File: config.mk
export PLATFORM = sky130hd
export DESIGN_NAME = gcd_requester
export DESIGN_NICKNAME = d
export VERILOG_FILES = /design/src/rtl/gcd_requester.sv
export SDC_FILE = /design/constraint.sdc
export NUM_CORES = 1
export LEC_CHECK = 0
export BUFFER_PORTS_ARGS = -buffer_cell sky130_fd_sc_hd__clkbuf_2
export CORE_AREA = 2 2 257 259
export DETAILED_ROUTE_END_ITERATION = 6
export DIE_AREA = 0 0 259 261
export GPL_TIMING_DRIVEN = 0
export MAX_ROUTING_LAYER = met4
export PLACE_DENSITY = 0.59
export SLEW_MARGIN = 20
export SYNTH_ARGS = -nofsm -noshare
export SYNTH_HDL_FRONTEND = slang
export SYNTH_SLANG_ARGS = --single-unit
export TNS_END_PERCENT = 1
File: constraint.sdc
create_clock -name clock -period 2.3 [get_ports clock]
set_input_delay 0.345 -clock clock [delete_from_list [all_inputs] [get_ports clock]]
set_output_delay 0.345 -clock clock [all_outputs]
set_load 0.01 [all_outputs]
File: src/rtl/gcd_requester.sv
// gcd_requester: takes an operand pair from a valid/ready stream and loads it
// into the GCD engine over two 4-phase req/ack handshakes (A, then B). It
// captures the engine result during the B handshake and returns it on a
// valid/ready stream with an error flag and an accept-to-valid cycle count.
//
// state  | meaning
// -------+-----------------------------------------------------------------
// IDLE   | ready for a new pair; zero operands go straight to DONE w/ error
// REQ_A  | req high, loadVal=A, waiting for ack
// REL_A  | req low, loadVal=B, waiting for ack to fall
// REQ_B  | req high, loadVal=B, engine computing until ack
// REL_B  | req low, result captured, waiting for ack to fall
// DONE   | out_valid high, outputs frozen until out_ready
module gcd_requester #(
  parameter int W  = 128,
  parameter int CW = 16
) (
  input  logic          clock,
  input  logic          reset,
  input  logic          in_valid,
  output logic          in_ready,
  input  logic [W-1:0]  in_a,
  input  logic [W-1:0]  in_b,
  output logic          out_valid,
  input  logic          out_ready,
  output logic [W-1:0]  out_result,
  output logic          out_error,
  output logic [CW-1:0] out_cycles,
  output logic          req,
  input  logic          ack,
  output logic [W-1:0]  loadVal,
  input  logic [W-1:0]  result
);

  typedef enum logic [2:0] {
    IDLE  = 3'd0,
    REQ_A = 3'd1,
    REL_A = 3'd2,
    REQ_B = 3'd3,
    REL_B = 3'd4,
    DONE  = 3'd5
  } state_t;

  state_t        r_state;
  logic [W-1:0]  r_b;
  logic          r_req;
  logic [W-1:0]  r_load;
  logic          r_out_valid;
  logic [W-1:0]  r_out_result;
  logic          r_out_error;
  logic [CW-1:0] r_cnt;

  state_t        w_state_nxt;
  logic [W-1:0]  w_b_nxt;
  logic          w_req_nxt;
  logic [W-1:0]  w_load_nxt;
  logic          w_out_valid_nxt;
  logic [W-1:0]  w_out_result_nxt;
  logic          w_out_error_nxt;
  logic [CW-1:0] w_cnt_nxt;
  logic [CW-1:0] w_cnt_inc;
  logic          w_zero_op;

  // Saturating increment; the counter simply stops at all-ones.
  assign w_cnt_inc = (r_cnt == {CW{1'b1}}) ? r_cnt : r_cnt + CW'(1);
  assign w_zero_op = (in_a == '0) || (in_b == '0);

  // State and registered-output update, synchronous reset.
  always_ff @(posedge clock) begin
    if (reset) begin
      r_state      <= IDLE;
      r_b          <= '0;
      r_req        <= 1'b0;
      r_load       <= '0;
      r_out_valid  <= 1'b0;
      r_out_result <= '0;
      r_out_error  <= 1'b0;
      r_cnt        <= '0;
    end else begin
      r_state      <= w_state_nxt;
      r_b          <= w_b_nxt;
      r_req        <= w_req_nxt;
      r_load       <= w_load_nxt;
      r_out_valid  <= w_out_valid_nxt;
      r_out_result <= w_out_result_nxt;
      r_out_error  <= w_out_error_nxt;
      r_cnt        <= w_cnt_nxt;
    end
  end

  // Next-state and next-output decode; everything holds unless a transition fires.
  always_comb begin
    w_state_nxt      = r_state;
    w_b_nxt          = r_b;
    w_req_nxt        = r_req;
    w_load_nxt       = r_load;
    w_out_valid_nxt  = r_out_valid;
    w_out_result_nxt = r_out_result;
    w_out_error_nxt  = r_out_error;
    w_cnt_nxt        = r_cnt;

    case (r_state)
      IDLE: begin
        if (in_valid) begin
          w_b_nxt   = in_b;
          w_cnt_nxt = CW'(1);
          if (w_zero_op) begin
            // The engine would never finish on a zero operand, so skip it.
            w_state_nxt      = DONE;
            w_out_valid_nxt  = 1'b1;
            w_out_error_nxt  = 1'b1;
            w_out_result_nxt = '0;
          end else begin
            w_state_nxt = REQ_A;
            w_req_nxt   = 1'b1;
            w_load_nxt  = in_a;
          end
        end
      end
      REQ_A: begin
        w_cnt_nxt = w_cnt_inc;
        if (ack) begin
          w_req_nxt   = 1'b0;
          w_load_nxt  = r_b;
          w_state_nxt = REL_A;
        end
      end
      REL_A: begin
        w_cnt_nxt = w_cnt_inc;
        if (!ack) begin
          w_req_nxt   = 1'b1;
          w_state_nxt = REQ_B;
        end
      end
      REQ_B: begin
        w_cnt_nxt = w_cnt_inc;
        if (ack) begin
          w_out_result_nxt = result;
          w_req_nxt        = 1'b0;
          w_state_nxt      = REL_B;
        end
      end
      REL_B: begin
        w_cnt_nxt = w_cnt_inc;
        if (!ack) begin
          w_out_valid_nxt = 1'b1;
          w_out_error_nxt = 1'b0;
          w_state_nxt     = DONE;
        end
      end
      DONE: begin
        if (out_ready) begin
          w_out_valid_nxt = 1'b0;
          w_state_nxt     = IDLE;
        end
      end
      default: begin
        w_state_nxt = IDLE;
        w_req_nxt   = 1'b0;
      end
    endcase
  end

  assign in_ready   = (r_state == IDLE);
  assign out_valid  = r_out_valid;
  assign out_result = r_out_result;
  assign out_error  = r_out_error;
  assign out_cycles = r_cnt;
  assign req        = r_req;
  assign loadVal    = r_load;

endmodule
Word level (Yosys, flattened, before mapping). Cells that the tools add are included.

Bits of input ports: 389. Register bits after elaboration: 406. Logic and storage cells: 76. Output and inout bits: 276.

Add/subtract/negate cells: 1. Reductions and logical operators: 20. Multiplexer cells: 30. Bitwise operators: 1. Equal/unequal tests: 16.

Operators by type and width (count): $mux W128 (6); $pmux W128 S2 (2); $logic_not A128 Y1 (2); $mux W16 (2); $pmux W16 S2 (1); $mux W3 (7); $pmux W3 S6 (1); $add A16 B1 Y16 const B (1); $eq A16 B16 Y1 const B (1); $ne A2 B2 Y1 const B (8); $reduce_and A4 Y1 (3); $reduce_and A5 Y1 (2); $mux W1 (8); $reduce_bool A2 Y1 (4); $eq A3 B2 Y1 const B (2); $eq A3 B3 Y1 const B (2); $reduce_and A6 Y1 (1); $ne A2 B1 Y1 const B (2); $pmux W1 S4 (1); $reduce_or A2 Y1 (2); $reduce_or A4 Y1 (1); $eq A3 B1 Y1 const B (1); $logic_not A3 Y1 (1); $pmux W1 S3 (1); 6 further kinds (6).

Depth between registers and ports, before layout. Gate-level depths: netlist of the first run.

Depth in word-level cells: 5. Mapped depth: 9. Gate-level depth less buffers: 7.

Least setup slack after synthesis of the first run. Ideal clock, no wire load.

Kind: input -> register. Start point: in in_b[45]. End point: reg r_out_result[100] (netlist: out_result[100]). Setup time: 117 ps. Arrival time: 1834 ps. Stages on the path: 9. Path slack: 350 ps. Path through: nor4_1 nand4_1 nor4_1 a22o_1 buf_4 a21oi_2 buf_6 buf_6 a22o_1.

Word-level cells in the longest chain between the ends: 4.

Ends and longest elaborated chain: start: declaration (line 23) `input logic [W-1:0] in_b,`; $logic_not A128 Y1 (line 66) `assign w_zero_op = (in_a == '0) || (in_b == '0);`; $logic_or A1 B1 Y1 (line 66); $ne A2 B1 Y1 (no source line); $reduce_and A4 Y1 (no source line); end signal: assignment (line 85) `r_out_result <= w_out_result_nxt;`; end: declaration (line 49) `logic [W-1:0] r_out_result;`.

No other way between the ends. A chain may end at the register's enable or synchronous reset.

Worst setup path in the final report of the first run.
Start point: in in_b[59]. End point: reg r_out_result[65] (netlist: out_result[65]).

Same word-level chain as after synthesis.

==> run metrics, run 1 <==
crit path kind input port to flip-flop; Pwr Density 818 nW/um2; root buffer selected by CTS clkbuf_16; part of the power in the clock network between 30% and 40%; async set-or-reset flop fraction in the synthesized netlist 0%; die boundary width between 200 and 300 um; area inside the core boundary ~65000 um2; Hold WC Path Type input port to flip-flop; logic gate share of total power ~22%; switching power around 6300 uW; startpoint of the worst setup timing path in_b[59]; number of nets still failing antenna checks after routing 0; Inserted Clock Buffers 48; top_reg_cell synth dfxtp_1; cell family with most CP delay simple AND/OR/NAND/NOR gates; WP data arrival between 2000 and 3000 ps; cell occurring most often along the worst timing path buf_6; hpwl dp between 60 and 70 mm; post-synth cell types 40; count of state elements after synthesis 406; violations in the final reports setup timing; Synth Net Count about 2300; pin count of the biggest net entering global routing 13; area of the multi-input gates approximately 7400 um2; delay of the slowest critical-path stage about 560 ps; maximum net fanout on the critical path 10; launch instance of the worst register-to-register path r_state[1]$_SDFFE_PP0P_; Worst setup EP type flip-flop; GR Util All Layers 23.1%; layout cell share with drive strength beyond 1 between 30% and 40%; latest clock arrival within the worst-skew pair a little under 600 ps; clock edge transition at the registers on the reported setup and hold paths 60 ps; TritonCTS clock tree built; Sink Count 406; Worst Setup Slack post-DPL -1970 ps; count of boundary I/O pins between 600 and 700; Max Clock Skew around 15 ps; run status complete, but fails checks; Final Total Pwr 20700 uW; leakage power between 0.01 and 0.015 uW; Placement Rows 94; count of buffer and inverter cells on the critical path 4; unrepaired setup endpoints after global routing yes; crit path max-delay cell type nor4_4; Slew @ Worst Pin ~950 ps; Max-Cap Viols 0; Tcrit/Tclk final 107%; flip-flop and latch area 8130 um2; layout overhead on the synthesized area 53.6%; final routed wirelength across all metal layers 81.5 mm; netlist area before placement 16500 um2; remaining routing DRC violations 0; average via count per standard cell 5.10; highest ir drop seen on vdd 0.445 mV; Syn Inst Count between 1500 and 2000; upper clock frequency limit 407 MHz; initial cell density of the core 25.3%; antenna violations before repair 7; worst path setup slack after routing -160 ps; global-route wire length before repair roughly 120 mm; final critical path time including I/O delays and setup 2460 ps; floorplan die height roughly 260 um; global placement routability congestion 0.918; number of warnings issued by yosys 0; fraction of power consumed by sequential logic roughly 40%; Post-Synthesis Mean Instance Area roughly 8.5 um2; worst-path cell chain clkbuf_16 -> nor4_4 -> nand4_1 -> nor4_4 -> a22o_1 -> buf_6 -> a21oi_4 -> buf_6 -> buf_6 -> a22o_1; Post-synth EDFFs 0; leftover overflow at the end of global routing 0; startpoint types input port; nets around 3200; pins over their slew limit 0; Max clock buf depth 3; starting DRC count in detailed routing 1286; total die area roughly 68000 um2; worst rel slew slack between 30% and 40%; hold wc startpoint in_b[110]; P_int around 14000 uW; Crit path required time around 2800 ps; number of H-tree levels 2; fraction of power spent switching nets between 30% and 40%; Filler cells roughly 6600; Hold Violations, Final 0; DR WL/cell between 20 and 25 um; sequential share of the synthesized area 49.4%; final setup violating endpoints roughly 240; Vias ~19000; Initial DRT Pass Iterations 7; PortBufs 663; via count of the first global-routing pass 17900
-- routing by layer --
| metal | track usage (%) | routed length, um | vias to the layer above |
|---|---|---|---|
| met1 | 29.8 | 35500 | 9218 |
| met5 | - | 0 | - |
| met4 | 8.11 | 2950 | 0 |
| met2 | 36.1 | 37700 | 792 |
| met3 | 4.42 | 5330 | 163 |
| li1 | - | - | 9052 |
-- flip-flops by register name, indices dropped and copies added (netlist names) --
name	count
req	1
out_result	128
out_error	1
out_cycles	16
r_b	128
loadVal	128
out_valid	1
r_state	3
-- power groups by stage --
stage                     Combinational (uW)  Clock [uW]  Sequential [uW]
after floorplan                         1990           0             8410
after global routing                    4840        8470             8260
final                                   4470        8030             8190
after global placement                  3910           0             8310
after CTS                               4370        8170             8170
after detailed placement                3950           0             8320
-- placed cells by master (no fill, tap or decap), drive strengths merged, types with 2 or more instances in the layout --
cell type	count
nand3	7
bufinv	5
nand4	22
nor2b	3
a2111oi	2
clkinv	8
o22ai	256
a21oi	265
clkbuf	854
dfxtp	406
a22o	129
buf	66
nand2b	3
nor4	74
inv	136
nor3	10
xnor2	13
a211oi	2
a31oi	128
nor2	22
dlygate4sd3	189
diode	9
xor2	3
o21ai	6
nand2	272
-- metrics by stage --
stage	instances	hold slack, ps	area, um2	util [%]	setup TNS [ps]
after floorplan	1947	437	16500	-	0
after global placement	3474	444	20900	32.1	-713170
after detailed placement	3475	447	20900	32.1	-513700
after CTS	3755	0.0144	25000	38.5	-6160
after global routing	3764	9.91	25300	38.9	-23310
final	3767	34.5	25300	38.9	-28160
-- worst reg2reg max path, cell delays in order, from the launching register on --
cell and delay (ps):
dfxtp_1 380, clkbuf_4 230, nor3_4 380, clkbuf_4 430, clkbuf_1 470, a31oi_1 170
o22ai_1 150
-- cell type report --
type	count	share of cell area, %
antenna	9	0.0891
buffer	178	4.44
clock buffer	70	5.63
clock inverter	16	0.896
inverter	134	1.99
multi-input combinational	1229	29.4
sequential	406	32.1
tap	864	4.28
timing repair buffer	861	21.1
-- synthesized netlist by cell type (4+ instances only) --
master,n,area share [%]
clkbuf_1,118,2.7
inv_1,133,3.0
a22o_1,129,6.9
buf_6,14,0.96
a31oi_1,128,4.9
buf_1,10,0.23
nand3_1,7,0.21
nand4_1,22,0.84
o21ai_0,4,0.12
buf_4,5,0.23
nand2_1,272,6.2
nor3_1,10,0.30
buf_2,31,0.94
a21oi_1,264,8.0
o22ai_1,256,9.7
nor2_1,21,0.48
dfxtp_1,406,49
nor4_1,74,2.8
xnor2_1,13,0.69
-- timing repair --
item / 4_1_cts / 5_1_grt
pin swaps: 47 / 14
hold buffers: 189 / 0
setup endpoints to repair: 400 / 381
resized for setup: 121 / 85
hold endpoints to repair: 189 / 0
gates cloned: 2 / 1
setup buffers: 3 / 2
-- final timing paths --
kind	endpoint	slack [ps]	cells past startpoint
setup / recovery	out_result[65]$_SDFFE_PP0P_	-160	10
hold / removal	r_b[110]$_SDFFE_PP0P_	30	3
setup reg to reg	loadVal[83]$_SDFFE_PP0P_	40	6
hold reg to reg	r_b[126]$_SDFFE_PP0P_	450	2
-- cell families after synthesis --
logic type | Yosys count | share of synthesized area, %
AO/OA/AOI/OAI | 792 | 30.1
AND/OR/NAND/NOR | 419 | 11.4
flip-flops | 406 | 49.4
buffers and inverters | 312 | 8.10
XOR/XNOR | 16 | 0.851
multiplexers | 1 | 0.0608
adder cells (fa/ha/maj) | 1 | 0.0760
Note: power is estimated with default switching activity, not from simulation.
==> inputs of run 2 (changes only) <==
SETUP_SLACK_MARGIN = 0.1   (was not set)
==> run 2 against run 1 <==
  * The run still ends with setup timing left
  * Non-clock buffer count is 1 higher
  * Count of clock-buffer cells in the layout did not move
  * Combinational power increased by 1%
  * Clock skew decreased by 1.0 ps
  * Fmax decreased by 2.3%
  * Sequential cell count unchanged
  * Critical endpoint is now out_result[62]$_SDFFE_PP0P_
==> run metrics, run 2 (synthesis gave the netlist of run 1 again) <==
global placement routability congestion 0.918 (unchanged); layout cell share with drive strength beyond 1 31.9% (+0.75 points); Filler cells 6606 (-0.061%); Worst setup EP type flip-flop; violations in the final reports setup timing; area of the multi-input gates 7530 um2 (+1.3%); fraction of power spent switching nets 30.5% (+0.038 points); PortBufs 663 (unchanged); grt peak-use layer met2; TritonCTS clock tree built; Max clock buf depth 3 (unchanged); Hold WC Path Type input port to flip-flop; crit path kind input port to flip-flop; fraction of met2 tracks used by global routing 36.4% (+0.33 points); M1 GR Usage 29.7% (-0.11 points); Initial DRT Pass Iterations 6 (-1); final critical path time including I/O delays and setup 2520 ps (+58.9 ps); Crit path required time 2770 ps (about the same); antenna violations before repair 6 (-1); DR WL/cell 21.6 um (about the same); Pwr Density 816 nW/um2 (-0.29%); startpoint types input port; average via count per standard cell 5.09 (-0.29%); logic gate share of total power 21.8% (+0.2 points); number of nets still failing antenna checks after routing 0 (unchanged); final routed wirelength across all metal layers 81.5 mm (about the same); highest ir drop seen on vdd 0.446 mV (+0.19%); total die area 67600 um2 (unchanged); Vias 19174 (-0.27%); flip-flop and latch area 8130 um2 (about the same); switching power 6330 uW (+0.39%); nets 3249 (+0.031%); number of H-tree levels 2 (unchanged); GR Util All Layers 23.2% (+0.056 points); Sink Count 406 (unchanged); Worst Setup Slack post-DPL -1970 ps (unchanged); cell occurring most often along the worst timing path buf_6; worst rel slew slack 36.6% (-0.29 points); layout overhead on the synthesized area 54.4%; maximum net fanout on the critical path 10 (unchanged); global-route wire length before repair 116 mm (+0.22%); count of boundary I/O pins 665 (unchanged); crit path max-delay cell type nor4_4; latest clock arrival within the worst-skew pair 580 ps (about the same); run status complete, but fails checks; met3 layer usage reported by global route 4.67% (+0.24 points); hpwl dp 61.5 mm (unchanged); Slew @ Worst Pin 950 ps (+4.42 ps); Placement Rows 94 (unchanged); via count of the first global-routing pass 17947 (+0.26%); final setup TNS -41570 ps (-13410 ps); worst path setup slack after routing -218 ps (-58.9 ps); part of the power in the clock network 38.7% (about the same); Hold WS 36.6 ps (+2.11 ps); area inside the core boundary 65000 um2 (unchanged); final setup violating endpoints 257 (+5.8%); P_int 14400 uW (+0.21%); Max-Cap Viols 0 (unchanged); initial cell density of the core 25.3% (unchanged); clock edge transition at the registers on the reported setup and hold paths 60 ps (about the same); pins over their slew limit 0 (unchanged); unrepaired setup endpoints after global routing yes; remaining routing DRC violations 0 (unchanged); die boundary width 259 um (unchanged); upper clock frequency limit 397 MHz (-2.3%); Inserted Clock Buffers 48 (unchanged); pin count of the biggest net entering global routing 13 (unchanged); delay of the slowest critical-path stage 580 ps (+20 ps); Tcrit/Tclk final 109% (+2.6 points); starting DRC count in detailed routing 1250 (-2.8%); floorplan die height 261 um (unchanged); leakage power 0.0109 uW (+0.51%); WP data arrival 2980 ps (+50 ps); Max Clock Skew 14.0 ps (-1.00 ps); fraction of power consumed by sequential logic 39.5% (about the same); final core utilization 39.1% (+0.22 points); most common cell after layout, fill and taps aside clkbuf_2; leftover overflow at the end of global routing 0 (unchanged); root buffer selected by CTS clkbuf_16; worst-path cell chain clkbuf_16 -> nor4_4 -> nand4_1 -> nor4_4 -> a22o_1 -> buf_6 -> a21oi_4 -> buf_6 -> buf_6 -> a22o_1; Hold Violations, Final 0 (unchanged); commonest cells after routing, fill and taps aside clkbuf_2 (700), dfxtp_1 (403), nand2_1 (270)
run 2: cell count changes in the layout (fill, tap and decap cells not counted), sizes merged:
cell	previous run	this run
buf	66	73
clkbuf	854	848
run 2: routing by layer:
layer	vias to the layer above	share of wire (%)
met5	-	0
met4	0	3.6
met3	159	6.9
met2	774	46
met1	9180	43
li1	9061	-
run 2: layout make-up:
class | count | area share (%)
Inverter | 134 | 1.98
Antenna cell | 9 | 0.0886
Buffer | 178 | 4.55
Clock inverter | 16 | 0.891
Tap cell | 864 | 4.25
Clock buffer | 70 | 5.60
Sequential cell | 406 | 32.0
Multi-Input combinational cell | 1229 | 29.6
Timing Repair Buffer | 862 | 21.0
run 2: power groups by stage:
stage / sequential, uW / combinational (uW) / clock, uW
final: 8200 / 4520 / 8030
after floorplan: 8410 / 1990 / 0
after global routing: 8260 / 4900 / 8470
after CTS: 8170 / 4430 / 8170
after detailed placement: 8320 / 3950 / 0
after global placement: 8310 / 3910 / 0
run 2: per-stage QoR:
| stage | std cells | area (um2) | power [uW] |
|---|---|---|---|
| 3_3_place_gp | 3474 | 20900 | 12200 |
| 6_report | 3768 | 25400 | 20700 |
| 3_5_place_dp | 3475 | 20900 | 12300 |
| 4_1_cts | 3758 | 25200 | 20800 |
| 2_1_floorplan | 1947 | 16500 | 10400 |
| 5_1_grt | 3764 | 25400 | 21600 |
run 2: what timing repair did:
action / in CTS / in global routing
hold buffers: 189 / 0
setup buffers: 6 / 0
pin swaps: 71 / 12
hold endpoints to repair: 189 / 0
endpoints found under the setup margin: 405 / 364
gates resized for setup: 160 / 74
gates cloned: 2 / 1
run 2: critical path, delay by kind of cell:
kind | cells | cell delay (ps)
compound gates | 3 | 600
simple gates | 3 | 1410
buf+inv | 4 | 610
run 2: path summary, 6_finish.rpt:
| path | from | to | slack [ps] | cells after the start |
|---|---|---|---|---|
| min | in_b[110] | r_b[110]$_SDFFE_PP0P_ | 40 | 3 |
| max reg2reg | r_state[2]$_SDFFE_PP0P_ | loadVal[95]$_SDFFE_PP0P_ | 40 | 9 |
| max | in_b[59] | out_result[62]$_SDFFE_PP0P_ | -220 | 10 |
| min reg2reg | r_b[126]$_SDFFE_PP0P_ | r_b[126]$_SDFFE_PP0P_ | 450 | 2 |
==> inputs of run 3 (changes only) <==
REMOVE_ABC_BUFFERS = 1   (was not set)
==> run 3 against run 2 <==
  * The run still ends with setup timing left
  * Clock skew up 10 ps
  * First-iteration DRC count up 16%
  * Largest cell class unchanged
  * Highest routed layer unchanged
  * Via count up 1.3%
==> run metrics, run 3 (synthesis gave the netlist of run 1 again) <==
final critical path time including I/O delays and setup 2390 ps (-126 ps); global-route wire length before repair 118 mm (+2.3%); initial cell density of the core 25.3% (unchanged); Pwr Density 784 nW/um2 (-3.9%); layout overhead on the synthesized area 61.7%; hold wc startpoint in_b[92]; Crit path required time 2780 ps (about the same); run status complete, but fails checks; launch instance of the worst register-to-register path r_state[2]$_SDFFE_PP0P_; Placement Rows 94 (unchanged); Max clock buf depth 3 (unchanged); Register-to-Register Path Depth 12 (+3); TritonCTS clock tree built; final core utilization 40.9% (+1.8 points); PortBufs 664 (+0.15%); antenna violations before repair 12 (+6); global placement routability congestion 0.849 (-7.6%); commonest cells after routing, fill and taps aside clkbuf_2 (659), dfxtp_1 (403), nand2_1 (269); clock edge transition at the registers on the reported setup and hold paths 60 ps (about the same); nets 3216 (-1.0%); Max-Cap Viols 0 (unchanged); layout cell share with drive strength beyond 1 33.6% (+1.7 points); via count of the first global-routing pass 18458 (+2.8%); Slew @ Worst Pin 784 ps (-166 ps); Sink Count 406 (unchanged); leftover overflow at the end of global routing 0 (unchanged); endpoint of the most critical register-to-register path loadVal[97]$_SDFFE_PP0P_; maximum net fanout on the critical path 8 (-2); Max Clock Skew 24.5 ps (+10.5 ps); worst path setup slack after routing -92.7 ps (+126 ps); number of H-tree levels 2 (unchanged); area inside the core boundary 65000 um2 (unchanged); Vias 19428 (+1.3%); total die area 67600 um2 (unchanged); startpoint types input port; worst rel slew slack 47.6% (+11 points); count of boundary I/O pins 665 (unchanged); final setup violating endpoints 204 (-21%); floorplan die height 261 um (unchanged); WP data arrival 2880 ps (-100 ps); highest ir drop seen on vdd 0.568 mV (+27%); Worst Setup Slack post-DPL -2390 ps (-423 ps); Worst setup EP type flip-flop; pin count of the biggest net entering global routing 105 (+92); most common cell after layout, fill and taps aside clkbuf_2; Filler cells 6353 (-3.8%); die boundary width 259 um (unchanged); Hold Violations, Final 0 (unchanged); hpwl dp 57.1 mm (-7.1%); crit path kind input port to flip-flop; depth of the worst hold-timing path 3 (unchanged); remaining routing DRC violations 0 (unchanged); Hold WC Path Type input port to flip-flop; pins over their slew limit 0 (unchanged); final routed wirelength across all metal layers 85.0 mm (+4.3%); unrepaired setup endpoints after global routing yes; Inserted Clock Buffers 47 (-2.1%); upper clock frequency limit 418 MHz (+5.3%); Tcrit/Tclk final 104% (-5.5 points); number of nets still failing antenna checks after routing 0 (unchanged); latest clock arrival within the worst-skew pair 590 ps (about the same); Initial DRT Pass Iterations 5 (-1); average via count per standard cell 5.21 (+2.3%); leakage power 0.0114 uW (+4.4%); GR Util All Layers 23.8% (+0.60 points); starting DRC count in detailed routing 1446 (+16%); Hold WS 43.7 ps (+7.15 ps); Hold Crit Endpoint r_b[92]$_SDFFE_PP0P_; root buffer selected by CTS clkbuf_16; violations in the final reports setup timing; reg2reg setup slack -30 ps (-70 ps); DR WL/cell 22.8 um (+5.3%)
-- run 3: cell count changes in the layout (fill, tap and decap cells not counted), sizes merged --
cell	delta
a22o	+1
buf	+53
bufbuf	+1
clkbuf	-110
clkinv	-3
clkinvlp	+2
diode	-2
dlygate4sd3	+20
inv	-1
nand2	+1
nand2b	+1
-- run 3: worst max-delay path, cell delays in order --
cell,delay [ps]
buf_8,100
nor4_4,380
nand4_1,500
nor4_4,290
buf_4,190
a22o_4,180
buf_6,110
a21oi_4,70
buf_8,140
buf_16,160
clkbuf_16,170
a22o_1,220
-- run 3: through the flow --
step,instance area (um2),power (uW),setup TNS [ps],cells
4_1_cts,25800,20700,-27700,3704
2_1_floorplan,15600,10300,-2864770,1769
6_report,26600,20900,-9270,3731
3_3_place_gp,20000,12100,-7351210,3297
3_5_place_dp,21100,12200,-560080,3366
5_1_grt,26600,21800,-16270,3726
-- run 3: area by class of cell --
type                       count  area (um2)  area share (%)
tap                          864        1080            4.06
antenna                        7        17.5          0.0658
multi-input combinational   1232        7750            29.1
sequential                   406        8140            30.6
clock inverter                14         246           0.926
timing repair buffer        1005        7540            28.3
clock buffer                  69        1350            5.07
inverter                     134         503            1.89
-- run 3: power breakdown --
| group | internal, uW | total (uW) | switching [uW] | leakage [uW] |
|---|---|---|---|---|
| sequential | 7680 | 8140 | 465 | 0.00333 |
| combinational | 2200 | 4910 | 2710 | 0.00732 |
| clock | 4640 | 7820 | 3190 | 0.000765 |
-- run 3: worst max path at each step --
| stage | end | slack [ps] | start |
|---|---|---|---|
| after floorplan | out_result[0]$_SDFFE_PP0P_ | -10980 | r_state[2]$_SDFFE_PP0P_ |
| after global placement | out_result[66]$_SDFFE_PP0P_ | -31060 | r_state[2]$_SDFFE_PP0P_ |
| after detailed placement | loadVal[92]$_SDFFE_PP0P_ | -2390 | in_b[97] |
| after CTS | loadVal[93]$_SDFFE_PP0P_ | -170 | r_state[1]$_SDFFE_PP0P_ |
| after global routing | out_result[24]$_SDFFE_PP0P_ | -120 | in_b[98] |
| final | out_result[13]$_SDFFE_PP0P_ | -90 | in_b[98] |
-- run 3: repair_timing --
| action | 4_1_cts | 5_1_grt |
|---|---|---|
| endpoints found under the setup margin | 319 | 284 |
| hold buffers | 208 | 1 |
| pin swaps | 53 | 71 |
| hold endpoints to repair | 208 | 1 |
| setup buffers | 33 | 10 |
| gates resized for setup | 89 | 96 |
| gates cloned | 14 | 10 |
-- run 3: routing by layer --
layer,wire [um],track usage [%]
met1,33500,27.7
met2,41100,40.2
met3,7530,5.76
met4,2890,7.63
met5,0,-
